`config.mk`:
```
export PLATFORM = sky130hd
export DESIGN_NAME = branch_recovery
export DESIGN_NICKNAME = d
export VERILOG_FILES = /design/src/rtl/branch_recovery_pkg.sv /design/src/rtl/branch_recovery.sv
export SDC_FILE = /design/constraint.sdc
export NUM_CORES = 1
export LEC_CHECK = 0
export BUFFER_PORTS_ARGS = -buffer_cell sky130_fd_sc_hd__buf_4
export CAP_MARGIN = 20
export CELL_PAD_IN_SITES_DETAIL_PLACEMENT = 1
export CELL_PAD_IN_SITES_GLOBAL_PLACEMENT = 1
export CORE_AREA = 2 2 156 82
export CTS_BUF_LIST = sky130_fd_sc_hd__clkbuf_4 sky130_fd_sc_hd__clkbuf_8
export CTS_CLUSTER_SIZE = 30
export DETAILED_ROUTE_END_ITERATION = 10
export DIE_AREA = 0 0 158 84
export HOLD_SLACK_MARGIN = 0.08
export PLACE_DENSITY_LB_ADDON = 0.08
export SLEW_MARGIN = 10
export SYNTH_ARGS = -nofsm -noshare
export SYNTH_HDL_FRONTEND = slang
export SYNTH_SLANG_ARGS = --single-unit
export TNS_END_PERCENT = 30
```
`constraint.sdc`:
```
create_clock -name clk -period 4 [get_ports clk]
set_input_delay 0.4 -clock clk [delete_from_list [all_inputs] [get_ports clk]]
set_output_delay 0.4 -clock clk [all_outputs]
set_load 0.01 [all_outputs]
```
`src/rtl/branch_recovery_pkg.sv`:
```
// Shared types for branch misprediction recovery: branch FU result record,
// recovery FSM states and ROB tag arithmetic (tags wrap modulo ROB_DEPTH).
package branch_recovery_pkg;
  localparam int ROB_DEPTH = 16;
  localparam int TAG_W     = 5;

  typedef enum logic [1:0] {IDLE, FLUSH, WALK, DONE} recov_state_t;

  typedef struct packed {
    logic             fu_b_done;
    logic             mispredict;
    logic [TAG_W-1:0] mispredict_tag;
    logic             jalr_bne_signal;
    logic [31:0]      pc;
  } b_data;

  function automatic logic [TAG_W-1:0] tag_next(input logic [TAG_W-1:0] t);
    return (t == TAG_W'(ROB_DEPTH - 1)) ? '0 : t + 1'b1;
  endfunction

  function automatic logic [TAG_W-1:0] tag_prev(input logic [TAG_W-1:0] t);
    return (t == '0) ? TAG_W'(ROB_DEPTH - 1) : t - 1'b1;
  endfunction

  // Distance from the ROB head; a smaller age means an older instruction.
  function automatic logic [TAG_W-1:0] rob_age(input logic [TAG_W-1:0] t,
                                               input logic [TAG_W-1:0] head);
    return (t >= head) ? t - head : t + TAG_W'(ROB_DEPTH) - head;
  endfunction
endpackage

```
`src/rtl/branch_recovery.sv`:
```
// Branch recovery: turns resolved branches into redirect/flush pulses and walks
// the ROB backward restoring rename mappings. BR_RECOVERY_STATS_EN adds counters.
module branch_recovery
  import branch_recovery_pkg::*;
#(
  parameter int PREG_W = 7
) (
  input  logic              clk,
  input  logic              reset,
  input  b_data             br_in,
  input  logic [4:0]        rob_head,
  input  logic [4:0]        rob_tail,
  output logic [4:0]        rob_rd_idx,
  input  logic              rob_rd_regwrite,
  input  logic [4:0]        rob_rd_rd,
  input  logic [PREG_W-1:0] rob_rd_pd,
  input  logic [PREG_W-1:0] rob_rd_old_pd,
  output logic              redirect_valid,
  output logic [31:0]       redirect_pc,
  output logic              flush,
  output logic [4:0]        flush_tag,
  output logic              restore_valid,
  output logic [4:0]        restore_rd,
  output logic [PREG_W-1:0] restore_old_pd,
  output logic              free_valid,
  output logic [PREG_W-1:0] free_pd,
  output logic              tail_set_valid,
  output logic [4:0]        tail_set,
  output logic              busy
`ifdef BR_RECOVERY_STATS_EN
  ,
  output logic [31:0]       mispredict_count,
  output logic [31:0]       recovery_cycles
`endif
);

  recov_state_t      r_state;
  logic              r_busy;
  logic [4:0]        r_stop;
  logic [4:0]        r_idx;
  logic              r_from_tail;
  logic              r_redirect_valid;
  logic [31:0]       r_redirect_pc;
  logic              r_flush;
  logic [4:0]        r_flush_tag;
  logic [4:0]        r_rob_rd_idx;
  logic              r_restore_valid;
  logic [4:0]        r_restore_rd;
  logic [PREG_W-1:0] r_restore_old_pd;
  logic              r_free_valid;
  logic [PREG_W-1:0] r_free_pd;
  logic              r_tail_set_valid;
  logic [4:0]        r_tail_set;

  logic              w_new_mp;
  logic              w_older;
  logic              w_accept;
  logic [4:0]        w_walk_start;
  logic              w_flush_done;

  assign w_new_mp     = br_in.fu_b_done && br_in.mispredict;
  assign w_older      = rob_age(br_in.mispredict_tag, rob_head) < rob_age(r_stop, rob_head);
  assign w_accept     = w_new_mp && ((r_state == IDLE) || w_older);
  // r_idx is the next entry still to be undone; a fresh recovery starts at tail-1.
  assign w_walk_start = r_from_tail ? tag_prev(rob_tail) : r_idx;
  assign w_flush_done = r_from_tail ? (tag_next(r_stop) == rob_tail)
                                    : (rob_age(r_idx, rob_head) <= rob_age(r_stop, rob_head));

  always_ff @(posedge clk or negedge reset) begin
    if (!reset) begin
      r_state          <= IDLE;
      r_busy           <= 1'b0;
      r_stop           <= '0;
      r_idx            <= '0;
      r_from_tail      <= 1'b0;
      r_redirect_valid <= 1'b0;
      r_redirect_pc    <= '0;
      r_flush          <= 1'b0;
      r_flush_tag      <= '0;
      r_rob_rd_idx     <= '0;
      r_restore_valid  <= 1'b0;
      r_restore_rd     <= '0;
      r_restore_old_pd <= '0;
      r_free_valid     <= 1'b0;
      r_free_pd        <= '0;
      r_tail_set_valid <= 1'b0;
      r_tail_set       <= '0;
    end else begin
      r_redirect_valid <= 1'b0;
      r_flush          <= 1'b0;
      r_restore_valid  <= 1'b0;
      r_free_valid     <= 1'b0;
      r_tail_set_valid <= 1'b0;
      if (w_accept) begin
        // Retarget aborts the entry being read this cycle; it is re-walked later.
        r_state          <= FLUSH;
        r_busy           <= 1'b1;
        r_stop           <= br_in.mispredict_tag;
        r_redirect_valid <= 1'b1;
        r_redirect_pc    <= br_in.pc;
        r_flush          <= 1'b1;
        r_flush_tag      <= br_in.mispredict_tag;
        if (r_state == IDLE) begin
          r_from_tail <= 1'b1;
        end else if (r_state != FLUSH) begin
          r_from_tail <= 1'b0;
        end
      end else begin
        case (r_state)
          IDLE: begin
            if (br_in.fu_b_done && !br_in.mispredict && br_in.jalr_bne_signal) begin
              r_redirect_valid <= 1'b1;
              r_redirect_pc    <= br_in.pc;
            end
          end
          FLUSH: begin
            r_from_tail <= 1'b0;
            r_idx       <= w_walk_start;
            if (w_flush_done) begin
              r_state          <= DONE;
              r_tail_set_valid <= 1'b1;
              r_tail_set       <= tag_next(r_stop);
            end else begin
              r_state      <= WALK;
              r_rob_rd_idx <= w_walk_start;
            end
          end
          WALK: begin
            if (rob_rd_regwrite && (rob_rd_rd != '0)) begin
              r_restore_valid  <= 1'b1;
              r_restore_rd     <= rob_rd_rd;
              r_restore_old_pd <= rob_rd_old_pd;
              r_free_valid     <= 1'b1;
              r_free_pd        <= rob_rd_pd;
            end
            r_idx <= tag_prev(r_idx);
            if (r_idx == tag_next(r_stop)) begin
              r_state          <= DONE;
              r_tail_set_valid <= 1'b1;
              r_tail_set       <= tag_next(r_stop);
            end else begin
              r_rob_rd_idx <= tag_prev(r_idx);
            end
          end
          DONE: begin
            r_state <= IDLE;
            r_busy  <= 1'b0;
          end
          default: r_state <= IDLE;
        endcase
      end
    end
  end

  assign rob_rd_idx     = r_rob_rd_idx;
  assign redirect_valid = r_redirect_valid;
  assign redirect_pc    = r_redirect_pc;
  assign flush          = r_flush;
  assign flush_tag      = r_flush_tag;
  assign restore_valid  = r_restore_valid;
  assign restore_rd     = r_restore_rd;
  assign restore_old_pd = r_restore_old_pd;
  assign free_valid     = r_free_valid;
  assign free_pd        = r_free_pd;
  assign tail_set_valid = r_tail_set_valid;
  assign tail_set       = r_tail_set;
  assign busy           = r_busy;

`ifdef BR_RECOVERY_STATS_EN
  logic [31:0] r_mispredict_count;
  logic [31:0] r_recovery_cycles;

  always_ff @(posedge clk or negedge reset) begin
    if (!reset) begin
      r_mispredict_count <= '0;
      r_recovery_cycles  <= '0;
    end else begin
      if (w_accept && (r_mispredict_count != '1)) begin
        r_mispredict_count <= r_mispredict_count + 1'b1;
      end
      if (r_busy && (r_recovery_cycles != '1)) begin
        r_recovery_cycles <= r_recovery_cycles + 1'b1;
      end
    end
  end

  assign mispredict_count = r_mispredict_count;
  assign recovery_cycles  = r_recovery_cycles;
`endif

endmodule

```
==> results of run 1 <==
report_power, final:
| group | internal, uW | switching, uW | total (uW) |
|---|---|---|---|
| clock | 289 | 318 | 608 |
| sequential | 1220 | 284 | 1500 |
| combinational | 2050 | 1950 | 4000 |
layout by cell type (no fill, tap or decap), types with 2 or more instances in the layout:
cell type	netlist	layout
sky130_fd_sc_hd__a21o_1	2	2
sky130_fd_sc_hd__a21o_2	2	2
sky130_fd_sc_hd__a21oi_1	16	15
sky130_fd_sc_hd__a22oi_1	2	2
sky130_fd_sc_hd__a311oi_1	2	2
sky130_fd_sc_hd__a31oi_1	4	3
sky130_fd_sc_hd__and2_1	3	3
sky130_fd_sc_hd__and3_1	4	4
sky130_fd_sc_hd__buf_12	0	2
sky130_fd_sc_hd__buf_4	1	177
sky130_fd_sc_hd__clkbuf_8	0	9
sky130_fd_sc_hd__clkinvlp_4	0	3
sky130_fd_sc_hd__dfrtp_1	79	79
sky130_fd_sc_hd__fa_1	15	15
sky130_fd_sc_hd__ha_1	40	38
sky130_fd_sc_hd__ha_2	0	2
sky130_fd_sc_hd__inv_1	37	37
sky130_fd_sc_hd__inv_6	0	2
sky130_fd_sc_hd__mux2_2	63	63
sky130_fd_sc_hd__mux2i_1	3	3
sky130_fd_sc_hd__nand2_1	28	28
sky130_fd_sc_hd__nand2b_1	2	2
sky130_fd_sc_hd__nand3_1	10	10
sky130_fd_sc_hd__nor2_1	19	19
sky130_fd_sc_hd__nor2b_1	5	5
sky130_fd_sc_hd__nor3_1	3	3
sky130_fd_sc_hd__o211ai_1	3	3
sky130_fd_sc_hd__o21ai_0	25	22
sky130_fd_sc_hd__o21ai_1	1	4
sky130_fd_sc_hd__o22ai_1	2	2
sky130_fd_sc_hd__or3_1	2	2
sky130_fd_sc_hd__xnor2_1	10	10
sky130_fd_sc_hd__xor2_1	12	12
final cells by class:
class / instances / share of cell area
multi-input cells: 298 / 0.4019
repair buffers: 180 / 0.2114
clock inverters: 6 / 0.01074
inverters: 37 / 0.02129
well taps: 170 / 0.03261
clock buffers: 9 / 0.01899
flip-flops and latches: 79 / 0.3031
Yosys cell counts (2+ instances only):
master,instances
sky130_fd_sc_hd__nand2b_1,2
sky130_fd_sc_hd__nor2_1,19
sky130_fd_sc_hd__or3_1,2
sky130_fd_sc_hd__a31oi_1,4
sky130_fd_sc_hd__ha_1,40
sky130_fd_sc_hd__nor2b_1,5
sky130_fd_sc_hd__clkbuf_1,3
sky130_fd_sc_hd__inv_1,37
sky130_fd_sc_hd__a311oi_1,2
sky130_fd_sc_hd__a21oi_1,16
sky130_fd_sc_hd__dfrtp_1,79
sky130_fd_sc_hd__and3_1,4
sky130_fd_sc_hd__o22ai_1,2
sky130_fd_sc_hd__buf_1,3
sky130_fd_sc_hd__a21o_1,2
sky130_fd_sc_hd__a21o_2,2
sky130_fd_sc_hd__o21ai_0,25
sky130_fd_sc_hd__mux2_2,63
sky130_fd_sc_hd__a22oi_1,2
sky130_fd_sc_hd__xnor2_1,10
sky130_fd_sc_hd__fa_1,15
sky130_fd_sc_hd__mux2i_1,3
sky130_fd_sc_hd__and2_1,3
sky130_fd_sc_hd__o211ai_1,3
sky130_fd_sc_hd__nand2_1,28
sky130_fd_sc_hd__xor2_1,12
sky130_fd_sc_hd__nor3_1,3
sky130_fd_sc_hd__buf_2,2
sky130_fd_sc_hd__nand3_1,10
final timing paths:
kind                       slack, ns       startpoint              end
max                             0.17     flush_tag[0]    rob_rd_idx[3]
min                             0.26     rob_rd_pd[4]       free_pd[4]
max reg2reg                     0.17     flush_tag[0]    rob_rd_idx[3]
min reg2reg                     0.51  redirect_pc[18]  redirect_pc[18]
max in group asynchronous       2.52            reset         r_idx[4]
min in group asynchronous       0.61            reset  redirect_pc[22]
worst register-to-register path: cells and delay by family, from the launching register on:
kind / cells / cell delay (ns)
adders and majority gates: 4 / 1.18
AOI/OAI and AO/OA: 4 / 0.82
and+or+nand+nor: 3 / 0.55
buffers and inverters: 4 / 0.41
DFF: 1 / 0.37
muxes: 1 / 0.37
cell families after synthesis:
group | share of synthesized area
and+or+nand+nor | 0.08487
DFF | 0.4151
AOI/OAI and AO/OA | 0.09511
muxes | 0.1553
adders and majority gates | 0.1682
buffers and inverters | 0.03757
xor gates and xnor gates | 0.04388
per-layer routing:
metal  vias to the layer above  global-route usage  wire (um)
li1                       1824                   -          -
met1                      1923              0.3290       7010
met2                        99              0.3075       5919
met3                        10             0.06698        932
met4                         0             0.02785         85
met5                         -                   0          0
stage by stage:
step | area [um^2] | cells
after CTS | 6500 | 778
after global placement | 6296 | 762
after detailed placement | 6296 | 762
after global routing | 6523 | 779
final | 6523 | 779
after floorplan | 4762 | 423
registers in the layout (all words and copies together), names as in the netlist:
signal / count
tail_set: 5
restore_rd: 5
redirect_pc: 32
r_state: 2
flush: 1
free_pd: 7
restore_old_pd: 7
tail_set_valid: 1
rob_rd_idx: 5
r_from_tail: 1
r_idx: 5
flush_tag: 5
redirect_valid: 1
free_valid: 1
busy: 1
timing repair:
item | in CTS | in global routing
hold endpoints to repair | 7 | 0
setup buffers | 0 | 1
hold buffers | 1 | 0
endpoints found under the setup margin | 0 | 37
gates resized for setup | 0 | 7
==> out/results.env, run 1 <==
DIE_HEIGHT_UM=84
WORST_IR_DROP_VDD_mV=0.4374
HOLD-PATH-CELL-COUNT=2
GRT_FIRST_PASS_WIRELENGTH_UM=21970
SYNTH-SEQ-CELLS=79
ROWS=29
FIRST_GLOBAL_VIAS=4011
SLEW_HEADROOM=0.5744
POSTSYNTHCELLCOUNT=423
DRT-TOTAL-WL_UM=13950
CLOCK_PATH_BUFFERS=2
TIMING.CRITICAL_PATH.CELLS='inv_1 -> ha_1 -> inv_1 -> ha_1 -> inv_1 -> fa_1 -> nor2_1 -> a21oi_1 -> ha_1 -> a21oi_1 -> o21ai_0 -> buf_4 -> and4_1 -> o21ai_1 -> nand3b_1 -> mux2_2'
FINALSETUPVIOLATIONS=0
DIE-AREA_UM2=13270
CRITICAL-PATH-SLOWEST-CELL='sky130_fd_sc_hd__fa_1'
YOSYSTOPAREACELLSHARE=0.4151
FRACTION_OF_SYNTHESIS_FLOPS_USING_AN_ASYNCHRONOUS_SET_OR_RESET_PIN=1.000
WORST_SETUP_PATH_END_KIND='register'
CP-START-KIND='register'
PATH_CLASS='register to register'
RSZ0062_AT_GRT='yes'
POWER_DENSITY_nW_PER_UM2=936.3
CORE_REGION_AREA_UM2=12120
SYNTH.AVG_CELL_AREA_UM2=11.26
CRITICAL_PATH_PEAK_FANOUT=4
WORST_PATH_REQUIRED_TIME_NS=4.24
CTSROOTBUFFERMASTER='sky130_fd_sc_hd__clkbuf_8'
FMAX_GHz=0.2611
DRC_ERRORS=0
WORST-PATH-STAGES=16
DRTANTENNAVIOLNETS=0
HPWL_UM=11450
WORST-ENDPOINT-ARRIVAL_NS=4.07
FINAL_NETS=732
WORST_SKEW_PAIR.LATE_LATENCY_NS=0.36
DIE_WIDTH_UM=158
STATUS='completed'
VIA_COUNT=3856
FINAL.MIN_CLOCK_PERIOD_NS=3.831
CTS.CLK_SLEW.WORST_PATHS_NS=0.09
FIN_UTIL=0.5382
FINAL.HOLD.WORST_SLACK_NS=0.2638
GRT.TOTAL_USAGE=0.2160
FINAL_HOLD_VIOL_COUNT=0
TIMING.FINAL.WS_SETUP_NS=0.1694
CTS-BUFFERS-INSERTED=9
ROUTED_VIA_DENSITY=4.950
IOPINCOUNT=144
CLOCK_SINKS=79
SEQ_AREA_FRAC_SYNTH=0.4151
TRITONCTS_CLOCK_TREE='yes'
GLOBALPLACE.CONGESTION=0.8483
TIMING.CRITICAL_PATH.SLOWEST_CELL_DELAY_NS=0.47
FILLERS=1352
STATIC_LEAKAGE_uW=0.003119
GRT_OVERFLOW=0
GRT_ANTENNA_BEFORE_REPAIR=0
POST_SYNTH_INSTANCE_AREA_UM2=4762
FRACTION_OF_LAYOUT_CELLS_WITH_A_SIZE_SUFFIX_ABOVE_1=0.4450
DETAILEDROUTE.FIRSTITERATIONVIOLATIONS=191
TOTAL_POWER_uW=6107
POST-ROUTE-PERIOD-UTIL=0.9576
AREA_OF_COMBINATIONAL_CELLS_WITH_MULTIPLE_INPUTS_UM2=2621
CRITICAL_PATH_BUF_INV_COUNT=4
FINALMAXSLEWVIOLATIONS=0
WORST_R2R_PATH_DEPTH=16
REGISTER_AREA_UM2=1977
PRE_CTS_WS_NS=-0.2670
SYNTH_TOP_CELLS_BY_AREA='sky130_fd_sc_hd__dfrtp_1 (42%), sky130_fd_sc_hd__mux2_2 (15%), sky130_fd_sc_hd__ha_1 (11%), sky130_fd_sc_hd__fa_1 (6.3%), sky130_fd_sc_hd__inv_1 (2.9%)'
DRV.MAX_CAP_VIOLATION_COUNT=0
NUMPORTBUFFERS=143
CLOCK_SKEW_NS=0.01128
DETAIL_ROUTE.FIRST_PASS.ITERATIONS=4
NETLIST_CELL_TYPES=51
GRT_MAX_DEGREE=49
AREAGROWTHSYNTHTOFINISH_PCT=36.97
FIN_TNS_SETUP_NS=0
SYNTH.YOSYS.WARNINGS=0
SYNTH-MAIN-FF-CELL='sky130_fd_sc_hd__dfrtp_1'
SYNTH_ENABLE_FLOP_CELLS=0
CTS-HTREE-LEVELS=3
INSERTEDDIODECOUNT=0
POST_SYNTH_TOP_AREA_CELL='sky130_fd_sc_hd__dfrtp_1'
DETAIL_ROUTE.WL_PER_CELL_UM=17.90
WORST_HOLD_PATH_TYPE='primary input to register'
WORST_PIN_SLEW_NS=0.6383
INITIAL_UTILIZATION=0.3929
CRITPATHTOPFAMILY='adder cells'
SYN-NUM-NETS=550
No activity file was read; power rests on OpenSTA's default activity.
==> inputs of run 2 (changes only) <==
--- a/config.mk
+++ b/config.mk
@@ -9,11 +9,12 @@
 export CAP_MARGIN = 20
 export CELL_PAD_IN_SITES_DETAIL_PLACEMENT = 1
 export CELL_PAD_IN_SITES_GLOBAL_PLACEMENT = 1
-export CORE_AREA = 2 2 156 82
+export CORE_AREA = 2 2 182 95
 export CTS_BUF_LIST = sky130_fd_sc_hd__clkbuf_4 sky130_fd_sc_hd__clkbuf_8
 export CTS_CLUSTER_SIZE = 30
 export DETAILED_ROUTE_END_ITERATION = 10
-export DIE_AREA = 0 0 158 84
+export DIE_AREA = 0 0 184 97
+export GPL_TIMING_DRIVEN = 0
 export HOLD_SLACK_MARGIN = 0.08
 export PLACE_DENSITY_LB_ADDON = 0.08
 export SLEW_MARGIN = 10
==> run 2 against run 1 <==
Net effect:
- clock skew is 0.0012 ns higher
- wire length is 0.62% higher
- sequential power hardly changed
- design area is 0.21% lower
- global-route usage is 5.0 points lower
- critical path depth is 1 lower
- critical path type unchanged
- largest power group unchanged
==> out/results.env, run 2 (synthesis results as in run 1) <==
INITIAL_UTILIZATION=0.2957  # was 0.3929
HPWL_UM=11410  # was 11,450 um
LAYOUT.CELLS.MOST_COMMON='sky130_fd_sc_hd__buf_4'  # unchanged
FINAL_NETS=713  # was 732
DESIGN_AREA_UM2=6509  # was 6523 um^2
P_CLK_FRAC=0.122  # was 0.100
WORST_PIN_SLEW_NS=0.5419  # was 0.6383 ns
AREAGROWTHSYNTHTOFINISH_PCT=36.68  # was 36.97%
WORST_PATH_REQUIRED_TIME_NS=4.24  # about the same
POWER_DENSITY_nW_PER_UM2=939.8  # was 936.3 nW/um^2
CRITICAL_PATH_BUF_INV_COUNT=1  # was 4
COMB_POWER_SHARE=0.629  # was 0.655
PATH_CLASS='register to register'  # unchanged
CP-START-KIND='register'  # unchanged
TIMING.CRITICAL_PATH.SLOWEST_CELL_DELAY_NS=0.48  # was 0.47 ns
GLOBALPLACE.CONGESTION=0.8312  # was 0.8483
POWER_FRAC_SEQ=0.249  # was 0.245
DETAIL_ROUTE.FIRST_PASS.ITERATIONS=4  # unchanged
GRT.TOTAL_USAGE=0.1656  # was 0.2160
DRV.MAX_CAP_VIOLATION_COUNT=0  # unchanged
FINAL.MIN_CLOCK_PERIOD_NS=3.757  # was 3.831 ns
AREA_OF_COMBINATIONAL_CELLS_WITH_MULTIPLE_INPUTS_UM2=2648  # was 2621 um^2
CLOCK_SKEW_NS=0.01250  # was 0.01128 ns
LAYOUT.CELLS.MOST_COMMON_LIST='sky130_fd_sc_hd__buf_4 (150), sky130_fd_sc_hd__dfrtp_1 (76), sky130_fd_sc_hd__mux2_2 (63)'  # was sky130_fd_sc_hd__buf_4 (177), sky130_fd_sc_hd__dfrtp_1 (79), sky130_fd_sc_hd__mux2_2 (63)
TOTAL_POWER_uW=6117  # was 6107 uW
CTS-HTREE-LEVELS=3  # unchanged
DETAILEDROUTE.FIRSTITERATIONVIOLATIONS=126  # was 191
VIA_COUNT=3727  # was 3,856
INSERTEDDIODECOUNT=0  # unchanged
POST_DP_CELL_AREA_UM2=6098  # was 6296 um^2
FINALSETUPVIOLATIONS=0  # unchanged
GRT_ANTENNA_BEFORE_REPAIR=0  # unchanged
GRT_MAX_DEGREE=80  # was 49
FILLERS=1787  # was 1,352
CTS-BUFFERS-INSERTED=9  # unchanged
CRITICAL-PATH-SLOWEST-CELL='sky130_fd_sc_hd__dfrtp_2'  # was sky130_fd_sc_hd__fa_1
FINAL_HOLD_VIOL_COUNT=0  # unchanged
STATUS='completed'  # unchanged
GRT_OVERFLOW=0  # unchanged
DIE-AREA_UM2=17850  # was 13,270 um^2
WORST_IR_DROP_VDD_mV=0.2902  # was 0.4374 mV
DIE_WIDTH_UM=184  # was 158 um
FIRST_GLOBAL_VIAS=3893  # was 4,011
DETAIL_ROUTE.WL_PER_CELL_UM=17.54  # was 17.90 um
NET-SWITCHING-POWER_uW=2541  # was 2550 uW
POWER.SHARE.SWITCHING=0.4154  # was 0.4176
WORST_SKEW_PAIR.LATE_LATENCY_NS=0.37  # was 0.36 ns
CELLINTERNALPOWER_uW=3576  # was 3557 uW
DRTANTENNAVIOLNETS=0  # unchanged
GRT_FIRST_PASS_WIRELENGTH_UM=22460  # was 21,970 um
FMAX_GHz=0.2662  # was 0.2611 GHz
DRC_ERRORS=0  # unchanged
FINALMAXSLEWVIOLATIONS=0  # unchanged
NUMPORTBUFFERS=143  # unchanged
REGISTER_AREA_UM2=1981  # was 1977 um^2
ROWS=33  # was 29
CLOCK_SINKS=79  # unchanged
CORE_REGION_AREA_UM2=16100  # was 12,120 um^2
FRACTION_OF_LAYOUT_CELLS_WITH_A_SIZE_SUFFIX_ABOVE_1=0.4441  # was 0.4450
TRITONCTS_CLOCK_TREE='yes'  # unchanged
DRT-TOTAL-WL_UM=14030  # was 13,950 um
IOPINCOUNT=144  # unchanged
FIN_TNS_SETUP_NS=0  # unchanged
CTSROOTBUFFERMASTER='sky130_fd_sc_hd__clkbuf_8'  # unchanged
TIMING.CRITICAL_PATH.CELLS='ha_1 -> fa_1 -> a31oi_1 -> and2_0 -> o21ai_2 -> nor2_1 -> a21oi_2 -> ha_1 -> nand2_1 -> o21ai_1 -> and4_2 -> nor2_2 -> nor2_1 -> clkbuf_4 -> mux2_2'  # was inv_1 -> ha_1 -> inv_1 -> ha_1 -> inv_1 -> fa_1 -> nor2_1 -> a21oi_1 -> ha_1 -> a21oi_1 -> o21ai_0 -> buf_4 -> and4_1 -> o21ai_1 -> nand3b_1 -> mux2_2
CRITICAL_PATH_PEAK_FANOUT=10  # was 4
WORST_SETUP_PATH_END_KIND='register'  # unchanged
LARGEST_REGISTER_FFS=32  # unchanged
POST-ROUTE-PERIOD-UTIL=0.9393  # was 0.9576
ROUTED_VIA_DENSITY=4.659  # was 4.950
CRITPATHTOPFAMILY='simple AND/OR/NAND/NOR gates'  # was adder cells
SLEW_HEADROOM=0.6388  # was 0.5744
CTS.CLK_SLEW.WORST_PATHS_NS=0.09  # about the same
DIE_HEIGHT_UM=97  # was 84 um
CLOCK_PATH_BUFFERS=2  # unchanged
WORST-ENDPOINT-ARRIVAL_NS=4.00  # was 4.07 ns
STATIC_LEAKAGE_uW=0.003057  # was 0.003119 uW
WORST_HOLD_PATH_TYPE='primary input to register'  # unchanged
run 2: worst paths after layout:
kind	from	endpoint	slack [ns]	cells after the start
setup / recovery	flush_tag[1]	restore_rd[2]	0.24	15
hold / removal	rob_rd_pd[1]	free_pd[1]	0.25	2
setup reg to reg	flush_tag[1]	restore_rd[2]	0.24	15
hold reg to reg	redirect_pc[5]	redirect_pc[5]	0.51	1
max in group asynchronous	reset	r_idx[1]	2.93	3
min in group asynchronous	reset	redirect_pc[17]	0.45	2
run 2: cell type report:
cell class,count,share of cell area
Buffer,9,0.007882
Clock buffer,10,0.02115
Clock inverter,5,0.01634
Inverter,37,0.02249
Multi-Input combinational cell,298,0.4068
Sequential cell,79,0.3043
Tap cell,210,0.04037
Timing Repair Buffer,152,0.1807
run 2: repair_timing:
item                                    in CTS  in global routing
setup buffers                                2                  5
resized for setup                           16                 17
pin swaps                                    2                  1
hold buffers                                 0                  1
endpoints found under the setup margin      70                 63
hold endpoints to repair                     0                 19
run 2: worst reg2reg max path, stage by stage (launching register included):
cell	delay [ns]
sky130_fd_sc_hd__dfrtp_2	0.48
sky130_fd_sc_hd__ha_1	0.25
sky130_fd_sc_hd__fa_1	0.37
sky130_fd_sc_hd__a31oi_1	0.23
sky130_fd_sc_hd__and2_0	0.19
sky130_fd_sc_hd__o21ai_2	0.11
sky130_fd_sc_hd__nor2_1	0.13
sky130_fd_sc_hd__a21oi_2	0.08
sky130_fd_sc_hd__ha_1	0.32
sky130_fd_sc_hd__nand2_1	0.05
sky130_fd_sc_hd__o21ai_1	0.22
sky130_fd_sc_hd__and4_2	0.33
sky130_fd_sc_hd__nor2_2	0.10
sky130_fd_sc_hd__nor2_1	0.17
sky130_fd_sc_hd__clkbuf_4	0.25
sky130_fd_sc_hd__mux2_2	0.36
run 2: layer usage:
metal | track usage | vias to the layer above | routed length (um)
li1 | - | 1783 | -
met1 | 0.2580 | 1828 | 7414
met2 | 0.2253 | 108 | 5555
met3 | 0.04518 | 8 | 974
met4 | 0.03138 | 0 | 89
met5 | 0 | - | 0
run 2: power by group through the flow:
stage          registers, uW  logic, uW  clock network [uW]
2_1_floorplan           1640       2120                   0
3_3_place_gp            1530       3500                   0
3_5_place_dp            1550       3590                   0
4_1_cts                 1540       3770                 770
5_1_grt                 1600       4270                 806
6_report                1530       3850                 744
run 2: per-stage QoR:
| step | std cells | setup WS (ns) | util | hold WS, ns |
|---|---|---|---|---|
| after floorplan | 423 | 0.1828 | - | 0.1044 |
| after global placement | 776 | -0.9286 | 0.3787 | 0.4917 |
| after detailed placement | 776 | -1.028 | 0.3787 | 0.4974 |
| after CTS | 793 | 0.01650 | 0.3976 | 0.2312 |
| after global routing | 800 | -0.01698 | 0.4042 | 0.2251 |
| final | 800 | 0.2429 | 0.4042 | 0.2548 |
==> inputs of run 3 (changes only) <==
==> constraint.sdc (replaced) <==
create_clock -name clk -period 4 [get_ports clk]
set_input_delay 0.4 -clock clk [delete_from_list [all_inputs] [get_ports clk]]
set_output_delay 0.4 -clock clk [all_outputs]
set_load 0.1 [all_outputs]
==> run 3 against run 2 <==
Net effect:
- fmax shrank 1.4%
- critical path depth shrank 2
- count of clock-buffer cells in the layout is the same
- setup slack lost 0.053 ns
- die area is the same
- hold slack gained 0.012 ns
- final cell count shrank 0.25%
- sequential share of layout area grew 0.32 points
- critical path type unchanged
- critical endpoint is now tail_set[1]
==> out/results.env, run 3 (synthesis results as in run 1) <==
SLEW_HEADROOM=0.6476  # was 0.6388
GRT.TOTAL_USAGE=0.1633  # was 0.1656
FRACTION_OF_LAYOUT_CELLS_WITH_A_SIZE_SUFFIX_ABOVE_1=0.4507  # was 0.4441
LAYOUT.CELLS.MOST_COMMON='sky130_fd_sc_hd__buf_4'  # unchanged
DETAILEDROUTE.FIRSTITERATIONVIOLATIONS=151  # was 126
STATUS='completed'  # unchanged
PATH_CLASS='register to register'  # unchanged
FINAL_NON_FILLER_CELL_TOTAL=798  # was 800
FINAL_NETS=711  # was 713
DRC_ERRORS=0  # unchanged
DRT-TOTAL-WL_UM=14000  # was 14,030 um
DRTANTENNAVIOLNETS=0  # unchanged
WORST_SETUP_PATH_END_KIND='register'  # unchanged
FIN_TNS_SETUP_NS=0  # unchanged
NUMPLACEDINSTANCES=776  # unchanged
GLOBALPLACE.CONGESTION=0.8387  # was 0.8312
FINALSETUPVIOLATIONS=0  # unchanged
GRT_FIRST_PASS_WIRELENGTH_UM=22440  # was 22,460 um
DIE-AREA_UM2=17850  # unchanged
FIN_UTIL=0.4007  # was 0.4042
FILLERS=1816  # was 1,787
GRT_ANTENNA_BEFORE_REPAIR=0  # unchanged
INSERTEDDIODECOUNT=0  # unchanged
FIRST_GLOBAL_VIAS=3920  # was 3,893
GRT_MAX_DEGREE=80  # unchanged
INITIAL_UTILIZATION=0.2957  # unchanged
GRT_OVERFLOW=0  # unchanged
DIE_WIDTH_UM=184  # unchanged
RSZ0062_AT_GRT='yes'
FINAL_HOLD_VIOL_COUNT=0  # unchanged
DETAIL_ROUTE.WL_PER_CELL_UM=17.54  # about the same
POST-ROUTE-PERIOD-UTIL=0.9526  # was 0.9393
WORST_HOLD_PATH_TYPE='primary input to register'  # unchanged
CTS-BUFFERS-INSERTED=9  # unchanged
CRITICAL_PATH_PEAK_FANOUT=7  # was 10
CLOCK_SINKS=79  # unchanged
HOLD_PATH_STARTPOINT='rob_rd_pd[4]'  # was rob_rd_pd[1]
HPWL_UM=11370  # was 11,410 um
DIE_HEIGHT_UM=97  # unchanged
ROWS=33  # unchanged
WORST_PATH_REQUIRED_TIME_NS=4.23  # was 4.24 ns
CLOCK_PATH_BUFFERS=2  # unchanged
CLOCK_SKEW_NS=0.01083  # was 0.01250 ns
WORST_SKEW_PAIR.LATE_LATENCY_NS=0.35  # was 0.37 ns
IOPINCOUNT=144  # unchanged
CP-START-KIND='register'  # unchanged
WORST-ENDPOINT-ARRIVAL_NS=4.04  # was 4.00 ns
AREAGROWTHSYNTHTOFINISH_PCT=35.50  # was 36.68%
FINALMAXSLEWVIOLATIONS=0  # unchanged
NUMPORTBUFFERS=143  # unchanged
DRV.MAX_CAP_VIOLATION_COUNT=0  # unchanged
CTS-HTREE-LEVELS=3  # unchanged
FINAL.HOLD.WORST_SLACK_NS=0.2672  # was 0.2548 ns
CP-STARTPOINT='r_idx[1]'  # was flush_tag[1]
TRITONCTS_CLOCK_TREE='yes'  # unchanged
VIA_COUNT=3746  # was 3,727
WORST_PIN_SLEW_NS=0.5286  # was 0.5419 ns
FINAL.MIN_CLOCK_PERIOD_NS=3.810  # was 3.757 ns
CTSROOTBUFFERMASTER='sky130_fd_sc_hd__clkbuf_8'  # unchanged
CTS.CLK_SLEW.WORST_PATHS_NS=0.09  # about the same
LARGEST_REGISTER_FFS=32  # unchanged
FMAX_GHz=0.2625  # was 0.2662 GHz
LAYOUT.CELLS.MOST_COMMON_LIST='sky130_fd_sc_hd__buf_4 (148), sky130_fd_sc_hd__dfrtp_1 (73), sky130_fd_sc_hd__mux2_2 (63)'  # was sky130_fd_sc_hd__buf_4 (150), sky130_fd_sc_hd__dfrtp_1 (76), sky130_fd_sc_hd__mux2_2 (63)
RR_STARTPOINT='r_idx[1]'  # was flush_tag[1]
DETAIL_ROUTE.FIRST_PASS.ITERATIONS=6  # was 4
CORE_REGION_AREA_UM2=16100  # unchanged
ROUTED_VIA_DENSITY=4.694  # was 4.659
-- run 3: cell count changes in the layout (fill, tap and decap cells not counted), moves of 2 or more --
cell                        previous run  this run
sky130_fd_sc_hd__dfrtp_2               3         6
sky130_fd_sc_hd__bufinv_16             3         1
sky130_fd_sc_hd__buf_4               150       148
sky130_fd_sc_hd__dfrtp_1              76        73
-- run 3: routing by layer --
layer  vias up  track usage  wire length, um
met5         -            0                0
met4         0      0.02646               55
met3         5      0.04631              756
met2       106       0.2276             5612
met1      1848       0.2504             7574
li1       1787            -                -
-- run 3: layout make-up --
cell class | count | area (um^2) | share of cell area
clock inverter | 5 | 58.81 | 0.009114
tap | 210 | 262.8 | 0.04072
clock buffer | 10 | 131.4 | 0.02036
buffer | 9 | 50.05 | 0.007756
timing repair buffer | 150 | 1161 | 0.1799
sequential | 79 | 1984 | 0.3075
multi-input combinational | 298 | 2658 | 0.4119
inverter | 37 | 146.4 | 0.02269
-- run 3: per-stage QoR --
step	area (um^2)	setup WS (ns)
finish	6452	0.1898
global route	6452	-0.007178
CTS	6347	-0.06618
detailed placement	6103	-1.013
global placement	6103	-0.9434
floorplan	4767	0.02267
-- run 3: worst max-delay path, cell delays in order, from the launching register on --
cell	delay (ns)
sky130_fd_sc_hd__dfrtp_2	0.49
sky130_fd_sc_hd__ha_1	0.27
sky130_fd_sc_hd__fa_1	0.41
sky130_fd_sc_hd__a311oi_1	0.35
sky130_fd_sc_hd__o21ai_2	0.15
sky130_fd_sc_hd__o21ai_1	0.23
sky130_fd_sc_hd__ha_1	0.28
sky130_fd_sc_hd__and3_1	0.20
sky130_fd_sc_hd__o21ai_0	0.09
sky130_fd_sc_hd__nand3_1	0.12
sky130_fd_sc_hd__a21oi_2	0.23
sky130_fd_sc_hd__nor2_1	0.13
sky130_fd_sc_hd__a211oi_4	0.36
sky130_fd_sc_hd__mux2_2	0.38
-- run 3: path summary, 6_finish.rpt --
path / cells after the start / slack, ns / endpoint
worst max-delay path: 13 / 0.19 / tail_set[1]
worst min-delay path: 2 / 0.27 / free_pd[4]
worst max register to register: 13 / 0.19 / tail_set[1]
worst min register to register: 1 / 0.51 / restore_rd[0]
max in group asynchronous: 3 / 2.92 / r_idx[2]
min in group asynchronous: 2 / 0.46 / redirect_pc[14]
-- run 3: repair_timing --
action / 4_1_cts / 5_1_grt
endpoints found under the hold margin: 0 / 17
resized for setup: 13 / 21
buffers inserted: 2 / 3
hold buffers: 0 / 1
setup endpoints to repair: 69 / 71
pin swaps: 1 / 2
cloned: 0 / 0
Power of run 3 is left out: the tool's default activity adds up to more than one toggle a clock period on the data nets, which glitch-free logic cannot reach.
